File: src/rtl/color_sched_pkg.sv
// Shared types and defaults for the color change scheduler.
// Imported by color_sched and its round-robin picker.
package color_sched_pkg;

    typedef enum logic {
        IDLE     = 1'b0,
        WAIT_VBL = 1'b1
    } state_t;

    typedef logic [7:0] rgb332_t;

    localparam int unsigned NREQ_DEF          = 3;
    localparam rgb332_t     DEFAULT_COLOR_DEF = 8'hFF;

    // Width needed to hold values 0..n-1, never less than one bit.
    function automatic int unsigned ptr_width(int unsigned n);
        return (n > 1) ? $clog2(n) : 1;
    endfunction

endpackage

File: src/rtl/color_rr_pick.sv
// Combinational round-robin picker: first requester with req high,
// searching upward from rr_ptr and wrapping modulo NREQ.
module color_rr_pick
    import color_sched_pkg::*;
#(
    parameter int unsigned NREQ = NREQ_DEF,
    localparam int unsigned PW  = ptr_width(NREQ)
) (
    input  logic [NREQ-1:0] req,
    input  logic [PW-1:0]   rr_ptr,
    output logic            valid,
    output logic [PW-1:0]   index
);

    always_comb begin
        int unsigned j;
        j     = 0;
        valid = 1'b0;
        index = '0;
        for (int unsigned i = 0; i < NREQ; i++) begin
            j = 32'(rr_ptr) + i;
            if (j >= NREQ) begin
                j = j - NREQ;
            end
            if (!valid && req[j]) begin
                valid = 1'b1;
                index = PW'(j);
            end
        end
    end

endmodule

File: src/rtl/color_sched.sv
// Color change scheduler: grants one requester at a time and applies
// its latched color on the next vertical-sync falling edge.
module color_sched
    import color_sched_pkg::*;
#(
    parameter int unsigned NREQ          = NREQ_DEF,
    parameter int unsigned HOLD_FRAMES   = 2,
    parameter rgb332_t     DEFAULT_COLOR = DEFAULT_COLOR_DEF
) (
    input  logic              clk_sys,
    input  logic              reset,
    input  logic              vs,
    input  logic [NREQ-1:0]   req,
    input  logic [NREQ*8-1:0] req_color,
    output logic [NREQ-1:0]   ack,
    output logic [7:0]        color,
    output logic              busy,
    output logic [7:0]        frame_cnt
);

    localparam int unsigned PW = ptr_width(NREQ);
    localparam int unsigned HW = ptr_width(HOLD_FRAMES + 1);

    state_t          state_q, state_d;
    logic            vs_q;
    logic            frame_tick;
    logic [PW-1:0]   rr_ptr_q, rr_ptr_d;
    logic [PW-1:0]   grant_q, grant_d;
    rgb332_t         pending_q, pending_d;
    rgb332_t         color_d;
    logic [NREQ-1:0] ack_d;
    logic [HW-1:0]   hold_q, hold_d;
    logic            pick_valid;
    logic [PW-1:0]   pick_idx;

    assign frame_tick = vs_q & ~vs;
    assign busy       = (state_q != IDLE) || (hold_q != '0);

    color_rr_pick #(
        .NREQ (NREQ)
    ) u_pick (
        .req    (req),
        .rr_ptr (rr_ptr_q),
        .valid  (pick_valid),
        .index  (pick_idx)
    );

    always_ff @(posedge clk_sys or posedge reset) begin
        if (reset) begin
            state_q   <= IDLE;
            vs_q      <= 1'b1;
            frame_cnt <= '0;
            rr_ptr_q  <= '0;
            grant_q   <= '0;
            pending_q <= DEFAULT_COLOR;
            color     <= DEFAULT_COLOR;
            ack       <= '0;
            hold_q    <= '0;
        end else begin
            state_q   <= state_d;
            vs_q      <= vs;
            if (frame_tick) begin
                frame_cnt <= frame_cnt + 8'd1;
            end
            rr_ptr_q  <= rr_ptr_d;
            grant_q   <= grant_d;
            pending_q <= pending_d;
            color     <= color_d;
            ack       <= ack_d;
            hold_q    <= hold_d;
        end
    end

    always_comb begin
        state_d   = state_q;
        rr_ptr_d  = rr_ptr_q;
        grant_d   = grant_q;
        pending_d = pending_q;
        color_d   = color;
        ack_d     = '0;
        hold_d    = hold_q;

        if (state_q == IDLE && frame_tick && hold_q != '0) begin
            hold_d = hold_q - 1'b1;
        end

        case (state_q)
            IDLE: begin
                // A tick in the grant cycle is not used; apply waits for the next one.
                if (hold_q == '0 && pick_valid) begin
                    grant_d   = pick_idx;
                    pending_d = req_color[32'(pick_idx)*8 +: 8];
                    state_d   = WAIT_VBL;
                end
            end
            WAIT_VBL: begin
                if (!req[grant_q]) begin
                    state_d = IDLE;
                end else if (frame_tick) begin
                    color_d        = pending_q;
                    ack_d[grant_q] = 1'b1;
                    hold_d         = HW'(HOLD_FRAMES);
                    rr_ptr_d       = (grant_q == PW'(NREQ - 1)) ? '0 : grant_q + 1'b1;
                    state_d        = IDLE;
                end
            end
            default: state_d = IDLE;
        endcase
    end

endmodule

File: config.mk
export PLATFORM = sky130hd
export DESIGN_NAME = color_sched
export DESIGN_NICKNAME = d
export VERILOG_FILES = /design/src/rtl/color_sched_pkg.sv /design/src/rtl/color_rr_pick.sv /design/src/rtl/color_sched.sv
export SDC_FILE = /design/constraint.sdc
export NUM_CORES = 1
export LEC_CHECK = 0
export ABC_AREA = 1
export CELL_PAD_IN_SITES_DETAIL_PLACEMENT = 1
export CELL_PAD_IN_SITES_GLOBAL_PLACEMENT = 1
export CORE_MARGIN = 2
export CORE_UTILIZATION = 32
export CTS_BUF_LIST = sky130_fd_sc_hd__clkbuf_16
export CTS_CLUSTER_DIAMETER = 80
export CTS_CLUSTER_SIZE = 25
export DETAILED_ROUTE_END_ITERATION = 10
export PLACE_DENSITY = 0.83
export SLEW_MARGIN = 10
export SYNTH_ARGS = -nofsm -noshare
export SYNTH_HDL_FRONTEND = slang
export SYNTH_SLANG_ARGS = --single-unit
File: constraint.sdc
create_clock -name clk_sys -period 1.8 [get_ports clk_sys]
set_clock_uncertainty 0.1 [all_clocks]
set_input_delay 0.27 -clock clk_sys [delete_from_list [all_inputs] [get_ports clk_sys]]
set_output_delay 0.27 -clock clk_sys [all_outputs]
set_load 0.03 [all_outputs]
; ---- Word-level counts from Yosys, hierarchy flattened
; Index checks and enable logic that the tools add are counted.
[word_totals]
output_inout_bits = 20
regBits = 35
[classes]
add_sub_neg = 8
eq_ne = 1
shifts = 1
bitwise_logic = 3
n_reduce_logical = 13
n_mux = 31
order_cmp = 8
[ops]
columns = op, count
row1 = $lt 32x3->1 const B, 3
row2 = $mux 32, 3
row3 = $ge 32x2->1 const B, 2
row4 = $sub 32x2->32 const B, 2
row5 = $shiftx 24x6->8, 1
row6 = $mux 2, 8
row7 = $mux 1, 11
row8 = $mux 3, 3
row9 = $add 8x1->8 const B, 1
row10 = $bmux 1 s2, 4
row11 = $logic_and 1x1->1, 6
row12 = $add 2x1->3 const B, 1
row13 = $add 2x2->3 const B, 1
row14 = $lt 2x3->1 const B, 1
row15 = $reduce_and 3->1, 1
row16 = $sub 2x2->3 const B, 1
row17 = $add 2x1->2 const B, 1
row18 = $demux 1 s2, 1
row19 = $eq 2x2->1 const B, 1
row20 = $ge 2x1->1 const B, 1
row21 = $ge 2x2->1 const B, 1
row22 = $logic_not 1->1, 2
row23 = $logic_not 2->1, 1
row24 = $not 1->1, 2
row25 = 6 further kinds, 6

; ---- Depth between registers and ports, before layout
; Gate-level depths: netlist of the first run.
[logic_depth]
ltp_word = 14
depth_mapped = 16

; ---- By module
; From an unflattened synthesis of the first run, not the netlist that was laid out.
[unflattened]
cells_unflattened = 268
hier_area_um2 = 2011.9
[modules_own_cells]
columns = module, instances, area_per_inst_um2, cells_each, seq_area_each_um2
row1 = color_sched, 1, 1771.7, 217, 897.1
row2 = color_rr_pick, 1, 240.2, 51, 0.0

; ---- Least setup slack after synthesis of the first run
; Ideal clock, no wire load.
[synth_path]
path_kind = register -> register
start = register rr_ptr_q[0]
end = register pending_q[1]
path_stages_with_launch = 17
path_slack_ns = -0.090
arrival_ns = 1.729
n_path_buf = 1
synth_period_minus_slack_ns = 1.890
path_cell_list = dfrtp_1 inv_1 ha_1 inv_2 nand2_1 nand3_1 nand2_1 nand2_2 inv_2 nand2_4 nand2_8 inv_6 buf_6 nand3_1 o21ai_1 inv_1 nand2_1
[synth_via]
elab_chain_len = 13
elab_cells_between_ends = 30
[synth_lines]
columns = item, line
row1 = "start, declared", color_sched.sv:27  ; logic [PW-1:0] rr_ptr_q, rr_ptr_d;
row2 = "start signal, assigned", color_sched.sv:65  ; rr_ptr_q <= rr_ptr_d;
row3 = "parallel branches: the longest is 13 deep, another holds $sub 32x2->32", --
row4 = "end signal, assigned", color_sched.sv:67  ; pending_q <= pending_d;
row5 = "end, declared", color_sched.sv:29  ; rgb332_t pending_q, pending_d;
; Several ways; the timed one is not identified. The select of a mux whose other input is x is not followed.
; A chain may end at the register's enable or synchronous reset.

; ---- Worst setup path after layout of the first run
[layout_path]
start = register rr_ptr_q[0]
end = register pending_q[3]
; Same word-level chain as after synthesis.

==> results.cfg, run 1 <==
[sta]
grt_setup_unrepaired = yes
finalWorstPathRequiredPeriod_ns = 1.93
hold_slack_ns = 0.298
hold_viol = 0
worst_pin_slew_ns = 0.440
final_max_slew_viol_count = 0
timing.max_slew.rel_slack_pct = 70.7
min_period_over_period_pct = 107
final.setup.worst_slack_ns = -0.133
finalSetupViolCount = 9
max_freq_mhz = 517

[power_and_ir_drop]
switching_share_pct = 44.8
combinational_group_share_of_total_power_pct = 59.9
share_clk_of_total_power_pct = 14.5
leakagePower_nw = 1.48
p_int_mw = 3.10
switching_power_mw = 2.52
power.sequential.fraction_pct = 25.6
power.density_nw_per_um2 = 1870
ir_worst_vdd_v = 0.000781

[route]
antenna_violating_nets_post_route = 0
dr_total_vias = 1828
first_pass_iteration_count_of_the_detailed_router = 4
postRouteWirelength_um = 5400
drc = 0
drt_iter0_drc = 51
drt-vias-per-instance = 4.69
routed_wire_length_per_instance_um = 13.8

[clock_tree]
clk-insertion-delay-late_ns = 0.28
tritoncts_num_sinks = 35
clock_path_buffers = 2
cts.hold.buffers_added = 0
clock_tree_from_tritoncts = yes
path_clk_slew_ns = 0.06
cts-buffers-inserted = 5
cts_max_level = 2
clockRootBuffer = clkbuf_16

[run_status]
status = finished with violations
violations = setup timing

[synth]
synth_nets = 269
synth_warnings = 0
mappedNetlistArea_um2 = 1960
synth-seq-cells = 35
sequential_share_of_the_synthesized_area_pct = 45.8
syn-mean-instance-area_um2 = 8.41
synth-async-reset-ratio_pct = 100
syn-instance-count = 233
synth_ff_type = dfrtp_1
synth_cell_types = 30
synth-edff-count = 0

[global_routing]
grt_pass1_vias = 1929
gr-total-overflow = 0
grt_pass1_wl_um = 8990
track_usage_pct = 17.5
grt_antenna_before_repair = 0
grt_max_degree = 36

[finish]
share_of_cells_above_drive_strength_1_pct = 32.1
sequential_cell_area_um2 = 898
postLayoutCoreUtil_pct = 50.8
layout.cell_area.non_filler_um2 = 3010
multi_input_comb_area_um2 = 982
fillerInstances = 690
nets = 350
antenna-diode-count = 0
area_growth_pct = 53.6

[min_path]
min-delay-path-class = in -> async

[critical_path]
start_kind = register
endpoint_kind = register
critPathCapture = pending_q[3]
cp.required_ns = 1.91
rr_startpoint = rr_ptr_q[0]
critical_path.reg2reg.endpoint = pending_q[3]
critical_path_class = reg -> reg
worst-r2r-cell-count = 11
worst_ep_arrival_time_ns = 2.05
crit_start = rr_ptr_q[0]
worst-r2r-setup-slack_ns = -0.13
critPathMaxFanout = 7

[die]
floorplan.die.width_um = 82.3
starting_density_of_the_core_pct = 33.1
die_outline_area_um2 = 6770
ios = 50
placement_rows = 28
design.core.area_um2 = 5920
floorplan.die.height_um = 82.3

[place]
dp.final_hpwl_um = 3860
rd_place_congestion = 0.859
dpl_cell_area_um2 = 2720
port_buffers = 49

[run]
maxCapViolations = 0
[power by group through the flow]
stage,sequential [mW],combinational (mW),clock (mW)
after floorplan,1.68,1.74,0
after global placement,1.42,2.99,0
after detailed placement,1.44,3.09,0
after CTS,1.44,3.25,0.839
after global routing,1.48,3.73,0.875
final,1.44,3.36,0.816
[what timing repair did]
item | CTS | global route
setup endpoints to repair | 19 | 31
pin swaps | 12 | 6
resized for setup | 33 | 19
setup buffers | 0 | 4
[routing by layer]
| metal | up-vias | track usage, % | share of wire, % |
|---|---|---|---|
| met4 | 0 | 3.83 | 0.56 |
| met1 | 879 | 20.4 | 43 |
| met3 | 2 | 3.70 | 2.9 |
| li1 | 903 | - | - |
| met2 | 44 | 32.7 | 54 |
| met5 | - | 0 | 0 |
[synth_stat cells (2+ instances only)]
cell / n / share of area (%)
nand3b_1: 2 / 0.77
nand2_1: 56 / 11
o21ai_2: 4 / 1.8
buf_6: 3 / 1.7
nor3_1: 2 / 0.51
xnor2_1: 3 / 1.3
ha_1: 6 / 3.8
nand4_1: 2 / 0.64
dfstp_2: 17 / 23
a21oi_1: 5 / 1.3
dfrtp_1: 18 / 23
o211ai_1: 7 / 2.7
nand2_4: 2 / 1.1
o21ai_1: 8 / 2.0
nor2_1: 7 / 1.3
o21ai_0: 6 / 1.5
nand2_2: 5 / 1.6
xor2_1: 5 / 2.2
o22ai_1: 2 / 0.64
o31ai_1: 2 / 0.77
nand3_1: 21 / 5.4
inv_2: 6 / 1.1
inv_1: 37 / 7.1
[layout by cell type (no fill, tap or decap), types with 2 or more instances in the layout]
| cell | instances |
|---|---|
| dlymetal6s2s_1 | 6 |
| dlygate4sd2_1 | 8 |
| ha_1 | 4 |
| clkinv_1 | 2 |
| clkbuf_16 | 5 |
| nand3_1 | 15 |
| o21ai_1 | 10 |
| buf_4 | 25 |
| o211ai_1 | 7 |
| dfrtp_1 | 17 |
| dfstp_2 | 17 |
| xor2_1 | 5 |
| nand4_1 | 2 |
| nand2_4 | 3 |
| nor2_2 | 2 |
| buf_6 | 2 |
| nand3_2 | 7 |
| inv_4 | 2 |
| o21ai_2 | 5 |
| nand2_2 | 11 |
| inv_1 | 35 |
| clkdlybuf4s50_1 | 34 |
| inv_2 | 6 |
| a21oi_1 | 4 |
| o21ai_0 | 3 |
| nand3b_1 | 2 |
| nor3_2 | 2 |
| nand2_1 | 49 |
| ha_4 | 2 |
| xnor2_1 | 3 |
| nor2_1 | 6 |
[registers in the layout (all words and copies together) (netlist names)]
register   cells
frame_cnt      8
rr_ptr_q       2
grant_q        2
pending_q      8
ack            3
hold_q         2
vs_q           1
state_q        1
color          8
[critical path: stages (launching register included)]
cell and delay (ns):
dfrtp_1 0.42, inv_2 0.08, ha_4 0.33, inv_4 0.06, nand2_2 0.05, nand3_2 0.06
nand2_2 0.10, nand4_1 0.19, buf_4 0.22, nand3_2 0.06, nand3_2 0.07, a21oi_2 0.11
[through the flow]
step	power, mW	worst slack, ns	instances	setup TNS, ns
3_3_place_gp	4.41	-0.192	378	-3.12
4_1_cts	5.53	-0.148	386	-1.11
5_1_grt	6.09	-0.293	390	-2.63
2_1_floorplan	3.42	0.000618	233	0
3_5_place_dp	4.53	-0.277	378	-4.77
6_report	5.62	-0.133	390	-0.978
[kinds of logic after synthesis]
family / share of synthesized area (%)
AOI/OAI and AO/OA: 11.0
xor gates and xnor gates: 3.58
adders and majority gates: 3.83
buffers and inverters: 10.4
DFF: 45.8
and+or+nand+nor: 25.4
[cell type report]
cell class	instances	area share, %
clock buffer	5	4.16
inverter	44	5.82
tap	75	3.12
timing repair buffer	77	23.9
sequential	35	29.8
multi-input combinational	151	32.6
clock inverter	3	0.499
[how the worst min path moves through the flow]
| stage | startpoint | endpoint | slack, ns | cells past startpoint |
|---|---|---|---|---|
| 2_1_floorplan | vs | vs_q | 0.17 | 0 |
| 3_3_place_gp | frame_cnt[7] | frame_cnt[7] | 0.36 | 1 |
| 3_5_place_dp | color[3] | color[3] | 0.37 | 2 |
| 4_1_cts | reset | frame_cnt[5] | 0.32 | 3 |
| 5_1_grt | reset | frame_cnt[5] | 0.33 | 3 |
| 6_report | reset | frame_cnt[5] | 0.30 | 3 |
(Power assumes the default switching activity.)
==> inputs of run 2 (changes only) <==
--- a/config.mk
+++ b/config.mk
@@ -8,7 +8,7 @@
 export ABC_AREA = 1
 export CELL_PAD_IN_SITES_DETAIL_PLACEMENT = 1
 export CELL_PAD_IN_SITES_GLOBAL_PLACEMENT = 1
-export CORE_MARGIN = 2
+export CORE_MARGIN = 8
 export CORE_UTILIZATION = 32
 export CTS_BUF_LIST = sky130_fd_sc_hd__clkbuf_16
 export CTS_CLUSTER_DIAMETER = 80
==> run 2 against run 1 <==
Effect of this change: the run still ends with setup timing left; maximum frequency fell by 3.0%; combinational power rose by 12%; utilization up 2.8 points; register-to-register slack worse by 0.06 ns; critical path depth unchanged; critical path type unchanged; largest cell class unchanged; highest routed layer unchanged.
==> results.cfg, run 2 (synthesis gave the netlist of run 1 again) <==
[critical_path]
cp.required_ns = 1.91
start_kind = register
worst-r2r-cell-count = 11
critPathCapture = pending_q[5]
crit_start = rr_ptr_q[0]
worst_ep_arrival_time_ns = 2.10
worst-r2r-setup-slack_ns = -0.19
critical_path.reg2reg.endpoint = pending_q[5]
rr_startpoint = rr_ptr_q[0]
critical_path_class = reg -> reg
critPathMaxFanout = 8
endpoint_kind = register

[route]
routed_wire_length_per_instance_um = 15.3
first_pass_iteration_count_of_the_detailed_router = 4
drc = 0
drt-vias-per-instance = 4.76
dr_total_vias = 1891
postRouteWirelength_um = 6060
drt_iter0_drc = 39
antenna_violating_nets_post_route = 0

[clock_tree]
clockRootBuffer = clkbuf_16
clock_path_buffers = 2
cts.hold.buffers_added = 0
clk-insertion-delay-late_ns = 0.28
cts-buffers-inserted = 5
cts_max_level = 2
path_clk_slew_ns = 0.05
tritoncts_num_sinks = 35
clock_tree_from_tritoncts = yes

[power_and_ir_drop]
post_layout_power_mw = 6.32
share_clk_of_total_power_pct = 17.6
ir_worst_vdd_v = 0.000903
leakagePower_nw = 1.50
switching_share_pct = 42.8
power.density_nw_per_um2 = 1990
switching_power_mw = 2.70
combinational_group_share_of_total_power_pct = 59.5
p_int_mw = 3.62
power.sequential.fraction_pct = 22.9

[global_routing]
busiest_layer_in_global_routing = met2
grt_max_degree = 36
gr-total-overflow = 0
grt_antenna_before_repair = 0
gr-usage-met2_pct = 22.7
grt_pass1_wl_um = 9530
grt_pass1_vias = 2031
grtUsageMet3_pct = 2.72
track_usage_pct = 13.7
met1_usage_pct = 16.1

[die]
placement_rows = 28
floorplan.die.height_um = 94.3
die_outline_area_um2 = 8880
floorplan.die.width_um = 94.3
ios = 50
design.core.area_um2 = 5920
starting_density_of_the_core_pct = 33.1

[sta]
finalWorstPathRequiredPeriod_ns = 1.99
grt_setup_unrepaired = yes
max_freq_mhz = 502
final_max_slew_viol_count = 0
worst_pin_slew_ns = 0.448
fin_setup_tns_ns = -1.46
hold_viol = 0
min_period_over_period_pct = 111
timing.max_slew.rel_slack_pct = 70.2
final.setup.worst_slack_ns = -0.193
finalSetupViolCount = 10

[finish]
largestRegisters = color (8), frame_cnt (8), pending_q (8)
post_layout_nonfiller_instances = 397
fillerInstances = 676
layout.cells.most_common = nand2_1
area_growth_pct = 62.1
antenna-diode-count = 0
share_of_cells_above_drive_strength_1_pct = 34.2
final_cell_mix = nand2_1 (52), clkdlybuf4s50_1 (39), inv_1 (35), buf_4 (31)
postLayoutCoreUtil_pct = 53.6
nets = 357
layout.cell_area.non_filler_um2 = 3180

[place]
dp.final_hpwl_um = 4180
port_buffers = 49
dpl_cell_area_um2 = 2720
post-place-cells = 378
rd_place_congestion = 0.863

[run]
maxCapViolations = 0

[min_path]
min-delay-path-class = in -> async

[run_status]
status = finished with violations
violations = setup timing
-- run 2: worst min path at each step --
stage | to | cells after the start | from
6_report | frame_cnt[7] | 3 | reset
5_1_grt | frame_cnt[7] | 3 | reset
4_1_cts | frame_cnt[7] | 3 | reset
3_5_place_dp | color[5] | 2 | pending_q[5]
3_3_place_gp | color[5] | 2 | pending_q[5]
2_1_floorplan | vs_q | 0 | vs
-- run 2: power by group through the flow --
stage                     Sequential, mW  Clock [mW]  Combinational, mW
after global placement              1.42           0               3.02
after global routing                1.49        1.15               4.07
final                               1.45        1.11               3.76
after detailed placement            1.45           0               3.11
after CTS                           1.44        1.13               3.41
after floorplan                     1.68           0               1.74
-- run 2: routing by layer --
| metal | vias to the layer above | part of all wire (%) |
|---|---|---|
| met5 | - | 0 |
| met4 | 0 | 2.1 |
| met3 | 12 | 3.6 |
| met2 | 54 | 52 |
| met1 | 909 | 42 |
| li1 | 916 | - |
-- run 2: through the flow --
stage / worst slack, ns / hold slack, ns
floorplan: 0.000618 / 0.174
global placement: -0.197 / 0.355
detailed placement: -0.267 / 0.356
CTS: -0.167 / 0.308
global route: -0.280 / 0.360
finish: -0.193 / 0.287
-- run 2: area by class of cell --
type / count / area, µm² / area share (%)
clock inverter: 3 / 63.8 / 2.01
tap: 75 / 93.8 / 2.96
multi-input combinational: 151 / 1030 / 32.5
sequential: 35 / 898 / 28.3
inverter: 44 / 183 / 5.75
clock buffer: 5 / 125 / 3.94
timing repair buffer: 84 / 779 / 24.5
-- run 2: repair_timing --
item | in CTS | in global routing
setup endpoints to repair | 19 | 18
cloned | 0 | 0
buffers inserted | 6 | 6
gates resized for setup | 34 | 21
pin swaps | 13 | 14
hold endpoints to repair | 0 | 0
-- run 2: worst max-delay path: stages (launching register included) --
cell and delay [ns]:
dfrtp_2 0.44, inv_4 0.09, ha_4 0.24, o21ai_1 0.21, nand2_2 0.11, nand2_2 0.08
inv_2 0.05, nand2_4 0.07, nand2_8 0.07, nor2_4 0.21, o21ai_1 0.10, o21ai_1 0.15
==> inputs of run 3 (changes only) <==
--- a/config.mk
+++ b/config.mk
@@ -8,6 +8,7 @@
 export ABC_AREA = 1
 export CELL_PAD_IN_SITES_DETAIL_PLACEMENT = 1
 export CELL_PAD_IN_SITES_GLOBAL_PLACEMENT = 1
+export CORE_ASPECT_RATIO = 2
 export CORE_MARGIN = 8
 export CORE_UTILIZATION = 32
 export CTS_BUF_LIST = sky130_fd_sc_hd__clkbuf_16
==> run 3 against run 2 <==
Effect of this change: the flow still finishes with violations (setup timing); first-iteration DRC count up 64%; worst hold slack better by 0.0047 ns; worst setup slack worse by 0.043 ns; highest routed layer unchanged; critical path type unchanged; sequential cell count unchanged; clock-buffer cell count unchanged; total power up 4.1%; global-route usage up 2.5 points; non-clock buffer count up 2; cell count down 2.3%.
==> results.cfg, run 3 (synthesis gave the netlist of run 1 again) <==
[global_routing]
grt_antenna_before_repair = 0
gr-total-overflow = 0
track_usage_pct = 16.1
grt_max_degree = 36
grt_pass1_vias = 2332
grt_pass1_wl_um = 11300

[critical_path]
cp.required_ns = 1.92
critPathMaxFanout = 7
start_kind = register
crit_start = rr_ptr_q[1]
endpoint_kind = register
worst_ep_arrival_time_ns = 2.15
critical_path_class = reg -> reg
rr_startpoint = rr_ptr_q[1]

[die]
starting_density_of_the_core_pct = 32.9
ios = 50
placement_rows = 40
floorplan.die.width_um = 71.3
die_outline_area_um2 = 9030
design.core.area_um2 = 5960
floorplan.die.height_um = 127

[finish]
antenna-diode-count = 0
fillerInstances = 676
layout.cells.most_common = nand2_1
final_cell_mix = nand2_1 (44), clkdlybuf4s50_1 (35), inv_1 (34), buf_4 (32)
nets = 360
postLayoutCoreUtil_pct = 54.0
area_growth_pct = 64.2
share_of_cells_above_drive_strength_1_pct = 37.8
largestRegisters = color (8), frame_cnt (8), pending_q (8)

[place]
port_buffers = 49
rd_place_congestion = 0.909
dp.final_hpwl_um = 4570
pre_cts_ws_ns = -0.298

[run_status]
violations = setup timing
status = finished with violations

[sta]
final_max_slew_viol_count = 0
max_freq_mhz = 491
final.setup.worst_slack_ns = -0.236
worst_pin_slew_ns = 0.456
finalSetupViolCount = 11
timing.max_slew.rel_slack_pct = 69.6
min_period_over_period_pct = 113
finalWorstPathRequiredPeriod_ns = 2.04
hold_viol = 0
grt_setup_unrepaired = yes
hold_slack_ns = 0.292

[route]
routed_wire_length_per_instance_um = 18.5
postRouteWirelength_um = 7170
drt_iter0_drc = 64
drt-vias-per-instance = 5.07
antenna_violating_nets_post_route = 0
first_pass_iteration_count_of_the_detailed_router = 4
drc = 0
dr_total_vias = 1968

[run]
maxCapViolations = 0

[clock_tree]
cts_max_level = 2
clk-insertion-delay-late_ns = 0.29
clockRootBuffer = clkbuf_16
cts-buffers-inserted = 5
clock_path_buffers = 2
tritoncts_num_sinks = 35
clock_tree_from_tritoncts = yes
path_clk_slew_ns = 0.06

[power_and_ir_drop]
post_layout_power_mw = 6.58
ir_worst_vdd_v = 0.00106
leakagePower_nw = 1.56
power.density_nw_per_um2 = 2040

[min_path]
min-delay-path-class = in -> async
-- run 3: changes by cell type in the layout (fill, tap and decap cells not counted), moves of 2 or more --
cell             before  now
o21ai_1              12   10
o22ai_2               0    2
nand2_1              52   44
nand2_4               5    8
clkdlybuf4s50_1      39   35
nand2_2               6   10
dlymetal6s2s_1        1    5
nand2_8               1    3
bufinv_16             2    0
nand3_2               8    6
o22ai_1               2    0
clkinvlp_4            0    2
-- run 3: final cells by class --
| type | count | area (µm²) | area share, % |
|---|---|---|---|
| clock buffer | 5 | 125 | 3.89 |
| clock inverter | 3 | 20.0 | 0.622 |
| inverter | 44 | 188 | 5.83 |
| multi-input combinational | 152 | 1110 | 34.6 |
| sequential | 35 | 898 | 27.9 |
| tap | 63 | 78.8 | 2.45 |
| timing repair buffer | 86 | 793 | 24.7 |
-- run 3: path summary, 6_finish.rpt --
check,to,slack [ns],cells after the start
max in group asynchronous,pending_q[3],0.94,3
max,pending_q[3],-0.24,12
min reg2reg,color[2],0.38,2
max reg2reg,pending_q[3],-0.24,12
min,frame_cnt[5],0.29,3
min in group clk_sys,vs_q,0.34,1
-- run 3: timing repair --
item                                    4_1_cts  5_1_grt
gates resized for setup                      53       30
endpoints found under the setup margin       20       29
hold buffers                                  0        0
pin swaps                                    20       12
buffers inserted                             10        7
gates cloned                                  1        0
-- run 3: power by group --
part           total, mW  leakage, nW  switching (mW)  internal, mW
logic               4.26         1.09            2.49          1.76
clock network      0.868       0.0658           0.358         0.510
registers           1.45        0.408           0.231          1.22
total               6.58         1.56            3.08          3.50
-- run 3: routing by layer --
layer / GRT usage [%] / part of all wire, % / vias up / wire length, µm
met5: 0 / 0 / - / 0
met4: 12.4 / 3.8 / 0 / 273
met3: 3.24 / 3.5 / 21 / 248
met2: 29.4 / 57 / 63 / 4100
met1: 15.0 / 36 / 961 / 2550
li1: - / - / 923 / -
-- run 3: metrics by stage --
step / setup TNS (ns) / instances / instance area, µm²
after floorplan: 0 / 233 / 1970
after global placement: -3.22 / 363 / 2680
after detailed placement: -5.26 / 363 / 2680
after CTS: -0.847 / 382 / 3070
after global routing: -3.12 / 388 / 3220
final: -1.95 / 388 / 3220
-- run 3: critical path: stages (launching register included) --
cell     delay, ns
dfrtp_2       0.46
ha_4          0.39
inv_4         0.07
nand2_1       0.07
nand3_2       0.10
nand2_4       0.12
nand2_2       0.09
nand2_4       0.10
nand2_8       0.08
buf_6         0.13
nand3_2       0.06
nand3_2       0.06
a21oi_2       0.14
